`src/rtl/bus_arb_if.sv`:
```
// Requester/memory-side bundle for bus_arb. The slave modport is the arbiter's
// view. The master modport is the view of the requesters plus the memory read port.
interface bus_arb_if #(
    parameter int NREQ      = 2,
    parameter int AD_LEN    = 32,
    parameter int BUS_WIDTH = 32
);
    logic [NREQ-1:0]        req_i;
    logic [NREQ*AD_LEN-1:0] ad_i;
    logic [NREQ-1:0]        gnt_o;
    logic [AD_LEN-1:0]      bus_ad_o;
    logic [BUS_WIDTH-1:0]   bus_data_i;
    logic [BUS_WIDTH-1:0]   data_o;
    logic [NREQ-1:0]        data_valid_o;

    modport master (
        output req_i, ad_i, bus_data_i,
        input  gnt_o, bus_ad_o, data_o, data_valid_o
    );

    modport slave (
        input  req_i, ad_i, bus_data_i,
        output gnt_o, bus_ad_o, data_o, data_valid_o
    );
endinterface

```
`src/rtl/bus_arb.sv`:
```
// Round-robin PE memory bus arbiter with a per-tenure beat limit.
// A read-return pipeline tags each read with the requester that issued it.
// Optional macro BUS_ARB_LOCK_EN adds lock_i, which suppresses the beat-limit preemption.
module bus_arb #(
    parameter int NREQ      = 2,
    parameter int AD_LEN    = 32,
    parameter int BUS_WIDTH = 32,
    parameter int RD_LAT    = 1,
    parameter int MAX_HOLD  = 8
) (
    input  logic      clk_i,
    input  logic      reset_i,
`ifdef BUS_ARB_LOCK_EN
    input  logic [NREQ-1:0] lock_i,
`endif
    bus_arb_if.slave  bus
);
    localparam int          IDW = (NREQ > 1) ? $clog2(NREQ) : 1;
    localparam int unsigned NR  = NREQ;
    localparam int unsigned RL  = RD_LAT;

    typedef enum logic [1:0] {IDLE, OWN, ARB} state_t;

    state_t            state, state_n;
    logic [IDW-1:0]    ptr, ptr_n, owner, owner_n;
    logic [7:0]        hold, hold_n;
    logic [NREQ-1:0]   gnt_q, gnt_n, own_mask;
    logic [AD_LEN-1:0] bus_ad_q, own_ad;
    logic [IDW-1:0]    win;
    logic              win_found;
    logic              own_req, others, lock_owner, preempt, beat;
    logic              iss_v;
    logic [IDW-1:0]    iss_id;
    logic [RD_LAT-1:0] pv;
    logic [IDW-1:0]    pid [RD_LAT];

    // Round-robin search: first requester above the last owner, wrapping
    always_comb begin
        logic [IDW-1:0] cand;
        win       = '0;
        win_found = 1'b0;
        cand      = '0;
        for (int unsigned i = 1; i <= NR; i++) begin
            cand = IDW'((32'(ptr) + i) % NR);
            if (!win_found && bus.req_i[cand]) begin
                win_found = 1'b1;
                win       = cand;
            end
        end
    end

    // Owner view: its request, address, competitors and preemption condition
    always_comb begin
        own_mask = NREQ'(1) << owner;
        own_req  = bus.req_i[owner];
        others   = |(bus.req_i & ~own_mask);
        own_ad   = '0;
        for (int unsigned k = 0; k < NR; k++) begin
            if (owner == IDW'(k)) own_ad = bus.ad_i[k*AD_LEN +: AD_LEN];
        end
`ifdef BUS_ARB_LOCK_EN
        lock_owner = lock_i[owner];
`else
        lock_owner = 1'b0;
`endif
        preempt = (hold == 8'(MAX_HOLD)) && others && !lock_owner;
        beat    = (state == OWN) && own_req && !preempt;
    end

    // Next-state, grant and hold-counter logic
    always_comb begin
        state_n = state;
        ptr_n   = ptr;
        owner_n = owner;
        hold_n  = hold;
        gnt_n   = '0;
        case (state)
            IDLE, ARB: begin
                if (win_found) begin
                    state_n = OWN;
                    owner_n = win;
                    gnt_n   = NREQ'(1) << win;
                end else begin
                    state_n = IDLE;
                end
            end
            OWN: begin
                if (beat) begin
                    gnt_n = own_mask;
                    if (hold != 8'(MAX_HOLD)) hold_n = hold + 8'd1;
                end else begin
                    state_n = ARB;
                    ptr_n   = owner;
                    hold_n  = '0;
                end
            end
            default: state_n = IDLE;
        endcase
    end

    // Arbiter state, grant and bus address registers
    always_ff @(posedge clk_i or negedge reset_i) begin
        if (!reset_i) begin
            state    <= IDLE;
            ptr      <= IDW'(NREQ - 1);
            owner    <= '0;
            hold     <= '0;
            gnt_q    <= '0;
            bus_ad_q <= '0;
        end else begin
            state <= state_n;
            ptr   <= ptr_n;
            owner <= owner_n;
            hold  <= hold_n;
            gnt_q <= gnt_n;
            if (beat) bus_ad_q <= own_ad;
        end
    end

    // Read-return pipeline: iss_* tags the address now on the bus,
    // then RD_LAT stages carry it to the data-valid output
    always_ff @(posedge clk_i or negedge reset_i) begin
        if (!reset_i) begin
            iss_v  <= 1'b0;
            iss_id <= '0;
            pv     <= '0;
            for (int unsigned i = 0; i < RL; i++) pid[i] <= '0;
        end else begin
            iss_v  <= beat;
            iss_id <= owner;
            pv[0]  <= iss_v;
            pid[0] <= iss_id;
            for (int unsigned i = 1; i < RL; i++) begin
                pv[i]  <= pv[i-1];
                pid[i] <= pid[i-1];
            end
        end
    end

    assign bus.gnt_o        = gnt_q;
    assign bus.bus_ad_o     = bus_ad_q;
    assign bus.data_o       = bus.bus_data_i;
    assign bus.data_valid_o = pv[RD_LAT-1] ? (NREQ'(1) << pid[RD_LAT-1]) : '0;
endmodule

```
`src/flat_wrapper.sv`:
```
// flat-port wrapper written by rule: the top's interface ports become plain ports
module bus_arb_flat 
#(
    parameter int NREQ      = 2,
    parameter int AD_LEN    = 32,
    parameter int BUS_WIDTH = 32,
    parameter int RD_LAT    = 1,
    parameter int MAX_HOLD  = 8
)
  (clk_i, reset_i, bus_req_i, bus_ad_i, bus_bus_data_i, bus_gnt_o, bus_bus_ad_o, bus_data_o, bus_data_valid_o);
  bus_arb_if #(.NREQ(NREQ), .AD_LEN(AD_LEN), .BUS_WIDTH(BUS_WIDTH)) bus_i ();
  input  logic clk_i;
  input  logic reset_i;
  input wire logic [$bits(bus_i.req_i)-1:0] bus_req_i;
  input wire logic [$bits(bus_i.ad_i)-1:0] bus_ad_i;
  input wire logic [$bits(bus_i.bus_data_i)-1:0] bus_bus_data_i;
  output wire logic [$bits(bus_i.gnt_o)-1:0] bus_gnt_o;
  output wire logic [$bits(bus_i.bus_ad_o)-1:0] bus_bus_ad_o;
  output wire logic [$bits(bus_i.data_o)-1:0] bus_data_o;
  output wire logic [$bits(bus_i.data_valid_o)-1:0] bus_data_valid_o;
  assign bus_i.req_i = bus_req_i;
  assign bus_i.ad_i = bus_ad_i;
  assign bus_i.bus_data_i = bus_bus_data_i;
  assign bus_gnt_o = bus_i.gnt_o;
  assign bus_bus_ad_o = bus_i.bus_ad_o;
  assign bus_data_o = bus_i.data_o;
  assign bus_data_valid_o = bus_i.data_valid_o;
  bus_arb #(.NREQ(NREQ), .AD_LEN(AD_LEN), .BUS_WIDTH(BUS_WIDTH), .RD_LAT(RD_LAT), .MAX_HOLD(MAX_HOLD)) u_core (.clk_i(clk_i), .reset_i(reset_i), .bus(bus_i));
endmodule
```
`config.mk`:
```
export PLATFORM = sky130hd
export DESIGN_NAME = bus_arb_flat
export DESIGN_NICKNAME = d
export VERILOG_FILES = /design/src/rtl/bus_arb_if.sv /design/src/rtl/bus_arb.sv /design/src/flat_wrapper.sv
export SDC_FILE = /design/constraint.sdc
export NUM_CORES = 1
export LEC_CHECK = 0
export CAP_MARGIN = 15
export CORE_MARGIN = 1.5
export CORE_UTILIZATION = 38
export CTS_CLUSTER_SIZE = 10
export DETAILED_ROUTE_END_ITERATION = 8
export MAX_ROUTING_LAYER = met4
export PLACE_DENSITY = 0.84
export SLEW_MARGIN = 15
export SYNTH_ARGS = -nofsm -noshare
export SYNTH_HDL_FRONTEND = slang
export SYNTH_SLANG_ARGS = --single-unit
```
`constraint.sdc`:
```
create_clock -name clk_i -period 3.1 [get_ports clk_i]
set_clock_uncertainty 0.2 [all_clocks]
set_input_delay 0.93 -clock clk_i [delete_from_list [all_inputs] [get_ports clk_i]]
set_output_delay 0.93 -clock clk_i [all_outputs]
set_load 0.005 [all_outputs]
```
==> results.py, run 1 <==
metrics = {
    "floorplan": {
        "boundaryPins": 168,
        "die_w_um": 89.74,
        "fp.dieH_um": 89.74,
        "total_core_area_um2": 7253,
        "initial_core_util_pct": 39.42,
        "std_cell_rows": 31,
        "die_area_um2": 8053,
    },
    "setup_path": {
        "r2r_slack_ns": 0.62,
        "cp.required_ns": 3.10,
        "cp-end-kind": "flop",
        "crit_path_start_kind": "input pin",
        "slowest_stage": "sky130_fd_sc_hd__clkdlybuf4s50_1",
        "path_class": "in2reg",
        "crit_path_max_incr_delay_ns": 0.53,
        "critical_path.cell_chain": "clkdlybuf4s50_1 -> nand4b_1 -> nor2_1 -> o32ai_4 -> buf_12 -> mux2_2",
        "data_arrival_time_of_the_worst_path_ns": 2.67,
        "worst-path-max-fanout": 18,
    },
    "cts": {
        "cts_made_buffers": 5,
        "clk_pin_slew_worst_paths_ns": 0.10,
        "cts.path.max_buffers": 2,
        "tritoncts": "yes",
        "cts_htree_levels": 2,
        "worstSkewPairLatency_ns": 0.31,
        "post-cts-setup-buffers": 0,
        "post_cts_resize_count": 0,
        "cts.sink_count": 50,
        "clock-root-buffer": "sky130_fd_sc_hd__clkbuf_8",
        "postCtsHoldBufs": 0,
    },
    "timing": {
        "final.min_clock_period_ns": 2.674,
        "fin_tns_setup_ns": 0,
        "hold_viol_final": 0,
        "slew-limit-headroom_pct": 50.79,
        "timing_max_transition_violations_final": 0,
        "final_min_period_over_clock_period_pct": 86.25,
        "fmax_mhz": 374.0,
        "timing.final.setup_violations": 0,
        "rsz_0062_raised_after_global_routing": "no",
        "finalHoldWorstSlack_ns": 0.1570,
        "tightestPinTransition_ns": 0.7370,
    },
    "finish": {
        "layout-drive-gt1-share_pct": 28.15,
        "area_growth_syn_to_layout_pct": 36.63,
        "inserted_diodes": 0,
        "num-fill-cells": 636,
        "finish.cell_count_without_fillers": 401,
        "sequential_cell_area_um2": 1254,
        "fin_nets": 403,
        "multiInputGateArea_um2": 1300,
    },
    "drt": {
        "route.detailed.vias_per_inst": 5.030,
        "remaining_drc_errors": 0,
        "detail_route.iter0.violations": 69,
        "drt-wirelength-per-cell_um": 14.82,
        "via_count": 2017,
        "post_drt_antenna_nets": 0,
        "firstDrtPassIters": 4,
        "postRouteWirelength_mm": 5.944,
    },
    "placed_design": {
        "io_buffer_count": 103,
        "placed_cells": 393,
        "gp_congestion": 0.8407,
        "dp_hpwl_mm": 4.389,
    },
    "power_and_ir_drop": {
        "power.static_leakage_nw": 1.644,
        "power_density_nw_per_um2": 898.1,
        "peakVddDrop_mv": 0.3585,
    },
    "synthesis": {
        "synth_seq_area_share_pct": 43.81,
        "post_synth_num_cell_types": 40,
        "simple_gate_fraction_of_synth_area_pct": 6.958,
        "post_synth.cell_area_avg_um2": 12.54,
        "synth-adder-area-share_pct": 0.8753,
        "synthesis.area_um2": 2859,
        "synth-compound-area-share_pct": 7.396,
        "dominant_combinational_cell_family_by_area_after_synthesis": "multiplexers",
        "ys_warn_count": 0,
        "yosys.area_share.xor_xnor_pct": 0.3063,
        "post_synth_mux_area_share_pct": 29.28,
        "postSynthRegisterBits": 50,
        "postSynthNetCount": 330,
        "postSynthCellCount": 228,
    },
    "grt": {
        "first_global_vias": 2071,
        "globalRouteOverflowTotal": 0,
        "grt_start_max_net_pins": 51,
        "antenna_found_initial": 0,
        "grtUsageTotal_pct": 15.42,
        "first_pass_grt_wire_length_mm": 9.922,
    },
    "status": {
        "result_of_the_run": "complete, no violations",
    },
    "run": {
        "drv_cap": 0,
    },
    "worst_hold_path": {
        "hold_path.class": "reg2reg",
    },
}
-- Yosys cell counts --
| cell | n | area, um2 |
|---|---|---|
| sky130_fd_sc_hd__buf_1 | 1 | 3.750 |
| sky130_fd_sc_hd__nor2b_1 | 3 | 18.77 |
| sky130_fd_sc_hd__o21ai_0 | 6 | 30.03 |
| sky130_fd_sc_hd__a221o_1 | 1 | 10.01 |
| sky130_fd_sc_hd__nand3_1 | 3 | 15.01 |
| sky130_fd_sc_hd__nand2_1 | 6 | 22.52 |
| sky130_fd_sc_hd__a21oi_1 | 1 | 5.000 |
| sky130_fd_sc_hd__inv_1 | 6 | 22.52 |
| sky130_fd_sc_hd__nor2_1 | 7 | 26.28 |
| sky130_fd_sc_hd__o31a_1 | 1 | 8.760 |
| sky130_fd_sc_hd__and3_1 | 1 | 6.260 |
| sky130_fd_sc_hd__a21o_1 | 4 | 30.03 |
| sky130_fd_sc_hd__nand4b_1 | 1 | 8.760 |
| sky130_fd_sc_hd__o311ai_1 | 1 | 8.760 |
| sky130_fd_sc_hd__buf_2 | 2 | 10.01 |
| sky130_fd_sc_hd__a221oi_1 | 1 | 8.760 |
| sky130_fd_sc_hd__ha_1 | 2 | 25.02 |
| sky130_fd_sc_hd__nor3b_1 | 2 | 15.01 |
| sky130_fd_sc_hd__xor2_1 | 1 | 8.760 |
| sky130_fd_sc_hd__nor4_4 | 1 | 21.27 |
| sky130_fd_sc_hd__buf_6 | 3 | 33.78 |
| sky130_fd_sc_hd__nand2b_1 | 4 | 25.02 |
| sky130_fd_sc_hd__clkbuf_1 | 4 | 15.01 |
| sky130_fd_sc_hd__mux2_4 | 28 | 420.4 |
| sky130_fd_sc_hd__mux2_2 | 37 | 416.7 |
| sky130_fd_sc_hd__o32ai_2 | 1 | 16.27 |
| sky130_fd_sc_hd__nor3_1 | 2 | 10.01 |
| sky130_fd_sc_hd__o21bai_1 | 1 | 7.510 |
| sky130_fd_sc_hd__nand4_1 | 1 | 6.260 |
| sky130_fd_sc_hd__o22ai_1 | 3 | 18.77 |
| sky130_fd_sc_hd__nor4_1 | 1 | 6.260 |
| sky130_fd_sc_hd__buf_4 | 32 | 240.2 |
| sky130_fd_sc_hd__o41ai_1 | 1 | 8.760 |
| sky130_fd_sc_hd__dfstp_2 | 1 | 26.28 |
| sky130_fd_sc_hd__dfrtp_1 | 49 | 1226 |
| sky130_fd_sc_hd__o21a_1 | 2 | 15.01 |
| sky130_fd_sc_hd__and2_1 | 1 | 6.260 |
| sky130_fd_sc_hd__a211o_1 | 3 | 26.28 |
| sky130_fd_sc_hd__or4_4 | 1 | 11.26 |
| sky130_fd_sc_hd__o2bb2ai_1 | 2 | 17.52 |
-- state kept, by name, indices dropped and copies added, names as in the netlist --
| signal | cells |
|---|---|
| u_core.bus.bus_ad_o | 32 |
| u_core.hold | 8 |
| u_core.bus.gnt_o | 2 |
| u_core.state | 2 |
| u_core.iss_id | 1 |
| u_core.iss_v | 1 |
| u_core.owner | 1 |
| u_core.pid | 1 |
| u_core.ptr | 1 |
| u_core.pv | 1 |
-- through the flow --
step / area, um2 / utilization, % / worst slack, ns / power, mW
after CTS: 3899 / 53.75 / 0.2647 / 3.556
after global placement: 3781 / 52.13 / 0.1420 / 3.007
after global routing: 3906 / 53.86 / 0.3567 / 3.729
after floorplan: 2859 / - / 0.6362 / 2.291
after detailed placement: 3781 / 52.13 / 0.1069 / 3.061
final: 3906 / 53.86 / 0.4262 / 3.508
-- kinds of logic (layout without fill, tap and decap cells) --
| kind of cell | after synthesis | count (layout) |
|---|---|---|
| AOI/OAI and AO/OA | 28 | 28 |
| xor gates and xnor gates | 1 | 1 |
| adders and majority gates | 2 | 2 |
| buffers and inverters | 48 | 122 |
| DFF | 50 | 50 |
| muxes | 65 | 65 |
| and+or+nand+nor | 34 | 34 |
-- area by class of cell --
cell class	count	area share, %
clock buffers	5	1.762
clock inverters	3	1.249
well taps	99	3.171
inverters	6	0.5766
flip-flops and latches	50	32.09
multi-input cells	130	33.28
repair buffers	108	27.87
-- report_power, final --
group / total, mW / switching [mW] / internal (mW)
logic: 1.86 / 0.628 / 1.23
registers: 1.18 / 0.210 / 0.967
clock network: 0.474 / 0.228 / 0.246
-- worst paths after layout --
| check | startpoint | end | depth (start not counted) |
|---|---|---|---|
| worst min-delay path | u_core.iss_v | u_core.pv | 0 |
| worst max-delay path | bus_req_i[1] | u_core.bus.bus_ad_o[0] | 6 |
| min in group asynchronous | reset_i | u_core.hold[1] | 2 |
| max in group asynchronous | reset_i | u_core.owner | 2 |
| worst max register to register | u_core.hold[5] | u_core.hold[5] | 4 |
| worst min register to register | u_core.iss_v | u_core.pv | 0 |
-- worst max-delay path: cells and delay by family --
kind | cells | cell delay [ns]
AO/OA/AOI/OAI | 1 | 0.35
AND/OR/NAND/NOR | 2 | 0.27
multiplexers | 1 | 0.35
buffers and inverters | 2 | 0.76
-- metal layers --
layer  wire length [um]  vias to the layer above  GRT usage (%)
met5                  0                        -              -
met3                383                       22          4.399
met1               2380                      990          17.60
li1                   -                      924              -
met4                162                        0          5.688
met2               3018                       81          25.83
-- cell usage in the layout, fill, tap and decap left out, types with 2 or more instances in the layout --
master | netlist | layout
sky130_fd_sc_hd__nand2b_1 | 4 | 4
sky130_fd_sc_hd__clkbuf_8 | 0 | 5
sky130_fd_sc_hd__clkdlybuf4s50_1 | 0 | 102
sky130_fd_sc_hd__nor2b_1 | 3 | 3
sky130_fd_sc_hd__inv_1 | 6 | 6
sky130_fd_sc_hd__nor2_1 | 7 | 7
sky130_fd_sc_hd__nand3_1 | 3 | 3
sky130_fd_sc_hd__nor3_1 | 2 | 2
sky130_fd_sc_hd__o21ai_0 | 6 | 6
sky130_fd_sc_hd__nand2_1 | 6 | 6
sky130_fd_sc_hd__a21o_1 | 4 | 4
sky130_fd_sc_hd__ha_1 | 2 | 2
sky130_fd_sc_hd__nor3b_1 | 2 | 2
sky130_fd_sc_hd__o2bb2ai_1 | 2 | 2
sky130_fd_sc_hd__mux2_4 | 28 | 28
sky130_fd_sc_hd__buf_4 | 32 | 3
sky130_fd_sc_hd__o21a_1 | 2 | 2
sky130_fd_sc_hd__mux2_2 | 37 | 37
sky130_fd_sc_hd__buf_12 | 0 | 2
sky130_fd_sc_hd__o22ai_1 | 3 | 3
sky130_fd_sc_hd__dfrtp_1 | 49 | 48
sky130_fd_sc_hd__a211o_1 | 3 | 3
Note: power is estimated with default switching activity, not from simulation.
==> run 2: changes to the inputs <==
--- a/config.mk
+++ b/config.mk
@@ -5,7 +5,7 @@
 export SDC_FILE = /design/constraint.sdc
 export NUM_CORES = 1
 export LEC_CHECK = 0
-export CAP_MARGIN = 15
+export CAP_MARGIN = 20
 export CORE_MARGIN = 1.5
 export CORE_UTILIZATION = 38
 export CTS_CLUSTER_SIZE = 10
==> run 2 against run 1 <==
Net effect:
- critical path depth up 1
- largest power group unchanged
- total power grew 0.13%
- flip-flop and latch count unchanged
- highest routed layer unchanged
==> results.py, run 2 (synthesis gave the netlist of run 1 again) <==
metrics = {
    "cts": {
        "cts_made_buffers": 5,
        "clk_pin_slew_worst_paths_ns": 0.10,
        "cts_htree_levels": 2,
        "post-cts-setup-buffers": 0,
        "clock-root-buffer": "sky130_fd_sc_hd__clkbuf_8",
        "post_cts_resize_count": 0,
        "cts.path.max_buffers": 2,
        "worstSkewPairLatency_ns": 0.30,
        "cts.sink_count": 50,
        "tritoncts": "yes",
        "postCtsHoldBufs": 0,
    },
    "setup_path": {
        "worst-path-max-fanout": 7,
        "cp.required_ns": 3.10,
        "worstRegToRegCells": 5,
        "data_arrival_time_of_the_worst_path_ns": 2.69,
        "critical_path.startpoint": "bus_req_i[0]",
        "path_class": "in2reg",
        "crit_path_start_kind": "input pin",
        "cp-end-kind": "flop",
        "timing.rr.start": "u_core.hold[5]",
    },
    "drt": {
        "remaining_drc_errors": 0,
        "postRouteWirelength_mm": 5.988,
        "route.detailed.vias_per_inst": 5.055,
        "firstDrtPassIters": 5,
        "detail_route.iter0.violations": 80,
        "post_drt_antenna_nets": 0,
        "drt-wirelength-per-cell_um": 14.90,
        "via_count": 2032,
    },
    "floorplan": {
        "boundaryPins": 168,
        "fp.dieH_um": 89.74,
        "initial_core_util_pct": 39.42,
        "die_area_um2": 8053,
        "total_core_area_um2": 7253,
        "std_cell_rows": 31,
        "die_w_um": 89.74,
    },
    "finish": {
        "largest_register_ff_count": 32,
        "inserted_diodes": 0,
        "mostFrequentLayoutCell": "sky130_fd_sc_hd__clkdlybuf4s50_1",
        "area_growth_syn_to_layout_pct": 36.54,
        "most_frequent_cells_in_the_layout": "sky130_fd_sc_hd__clkdlybuf4s50_1 (102), sky130_fd_sc_hd__dfrtp_1 (48), sky130_fd_sc_hd__mux2_2 (37)",
        "fin_nets": 404,
        "layout-drive-gt1-share_pct": 28.05,
        "post-route-util_pct": 53.82,
    },
    "timing": {
        "finalHoldWorstSlack_ns": 0.1561,
        "fmax_mhz": 371.3,
        "slew-limit-headroom_pct": 55.59,
        "final_min_period_over_clock_period_pct": 86.88,
        "tightestPinTransition_ns": 0.6557,
        "timing.final.setup_violations": 0,
        "finalWorstSetupSlack_ns": 0.4066,
        "hold_viol_final": 0,
        "timing_max_transition_violations_final": 0,
        "fin_tns_setup_ns": 0,
        "final.min_clock_period_ns": 2.693,
        "rsz_0062_raised_after_global_routing": "no",
    },
    "power_and_ir_drop": {
        "power.static_leakage_nw": 1.647,
        "netSwitchingPower_mw": 1.069,
        "sw_share_pct": 30.43,
        "p_clk_share_pct": 13.5,
        "power_frac_seq_pct": 33.6,
        "power_density_nw_per_um2": 899.8,
        "comb_power_share_pct": 52.9,
        "peakVddDrop_mv": 0.3831,
        "internal_power_mw": 2.444,
    },
    "placed_design": {
        "dp_hpwl_mm": 4.385,
        "dp_worst_setup_slack_ns": 0.1061,
        "io_buffer_count": 103,
        "gp_congestion": 0.8407,
    },
    "worst_hold_path": {
        "hold_path_startpoint": "u_core.iss_v",
        "hold_path.class": "reg2reg",
        "depth_of_the_worst_hold_timing_path": 0,
    },
    "grt": {
        "antenna_found_initial": 0,
        "first_global_vias": 2095,
        "first_pass_grt_wire_length_mm": 9.811,
        "grt_start_max_net_pins": 51,
        "grtUsageTotal_pct": 15.25,
        "globalRouteOverflowTotal": 0,
    },
    "run": {
        "drv_cap": 0,
    },
    "status": {
        "result_of_the_run": "complete, no violations",
    },
}
-- run 2: changes by cell type in the layout (fill, tap and decap cells not counted) --
| cell | change |
|---|---|
| sky130_fd_sc_hd__buf_2 | +1 |
| sky130_fd_sc_hd__o311ai_1 | +1 |
| sky130_fd_sc_hd__o311ai_2 | -1 |
-- run 2: power by group through the flow --
stage	sequential (mW)	combinational, mW	clock (mW)
detailed placement	1.19	1.88	0
global placement	1.18	1.82	0
finish	1.18	1.86	0.474
CTS	1.18	1.89	0.495
floorplan	1.15	1.14	0
global route	1.22	1.99	0.522
-- run 2: critical path: stages --
cell,delay [ns]
sky130_fd_sc_hd__clkdlybuf4s50_1,0.48
sky130_fd_sc_hd__buf_4,0.18
sky130_fd_sc_hd__mux2_2,0.28
sky130_fd_sc_hd__o311ai_1,0.20
sky130_fd_sc_hd__buf_2,0.30
sky130_fd_sc_hd__nor3b_1,0.07
sky130_fd_sc_hd__a221o_1,0.26
-- run 2: metal layers --
metal | GRT usage, % | routed length, um | vias up
li1 | - | - | 920
met1 | 17.63 | 2437 | 993
met2 | 25.19 | 3022 | 97
met3 | 4.399 | 401 | 22
met4 | 5.688 | 127 | 0
met5 | - | 0 | -
-- run 2: final timing paths --
path	endpoint	slack [ns]
min	u_core.pv	0.16
min reg2reg	u_core.pv	0.16
min in group asynchronous	u_core.hold[1]	0.51
max	u_core.hold[2]	0.41
max in group asynchronous	u_core.bus.bus_ad_o[4]	1.74
max reg2reg	u_core.hold[2]	0.50
-- run 2: layout make-up --
class                      count  area, um2
fill                         622       3349
clock inverter                 3      48.80
inverter                       6      22.52
tap                           99      123.9
sequential                    50       1254
multi-input combinational    130       1292
timing repair buffer         109       1094
clock buffer                   5      68.82
-- run 2: through the flow --
stage | total power [mW] | area (um2) | cells
floorplan | 2.291 | 2859 | 228
detailed placement | 3.065 | 3786 | 394
global placement | 3.007 | 3781 | 393
CTS | 3.561 | 3904 | 402
finish | 3.513 | 3904 | 402
global route | 3.730 | 3904 | 402
==> run 3: changes to the inputs <==
--- a/config.mk
+++ b/config.mk
@@ -8,6 +8,7 @@
 export CAP_MARGIN = 20
 export CORE_MARGIN = 1.5
 export CORE_UTILIZATION = 38
+export CTS_CLUSTER_DIAMETER = 120
 export CTS_CLUSTER_SIZE = 10
 export DETAILED_ROUTE_END_ITERATION = 8
 export MAX_ROUTING_LAYER = met4
==> results of run 3 <==
Same layout as run 2: the final DEF is identical, and so are final timing and power.
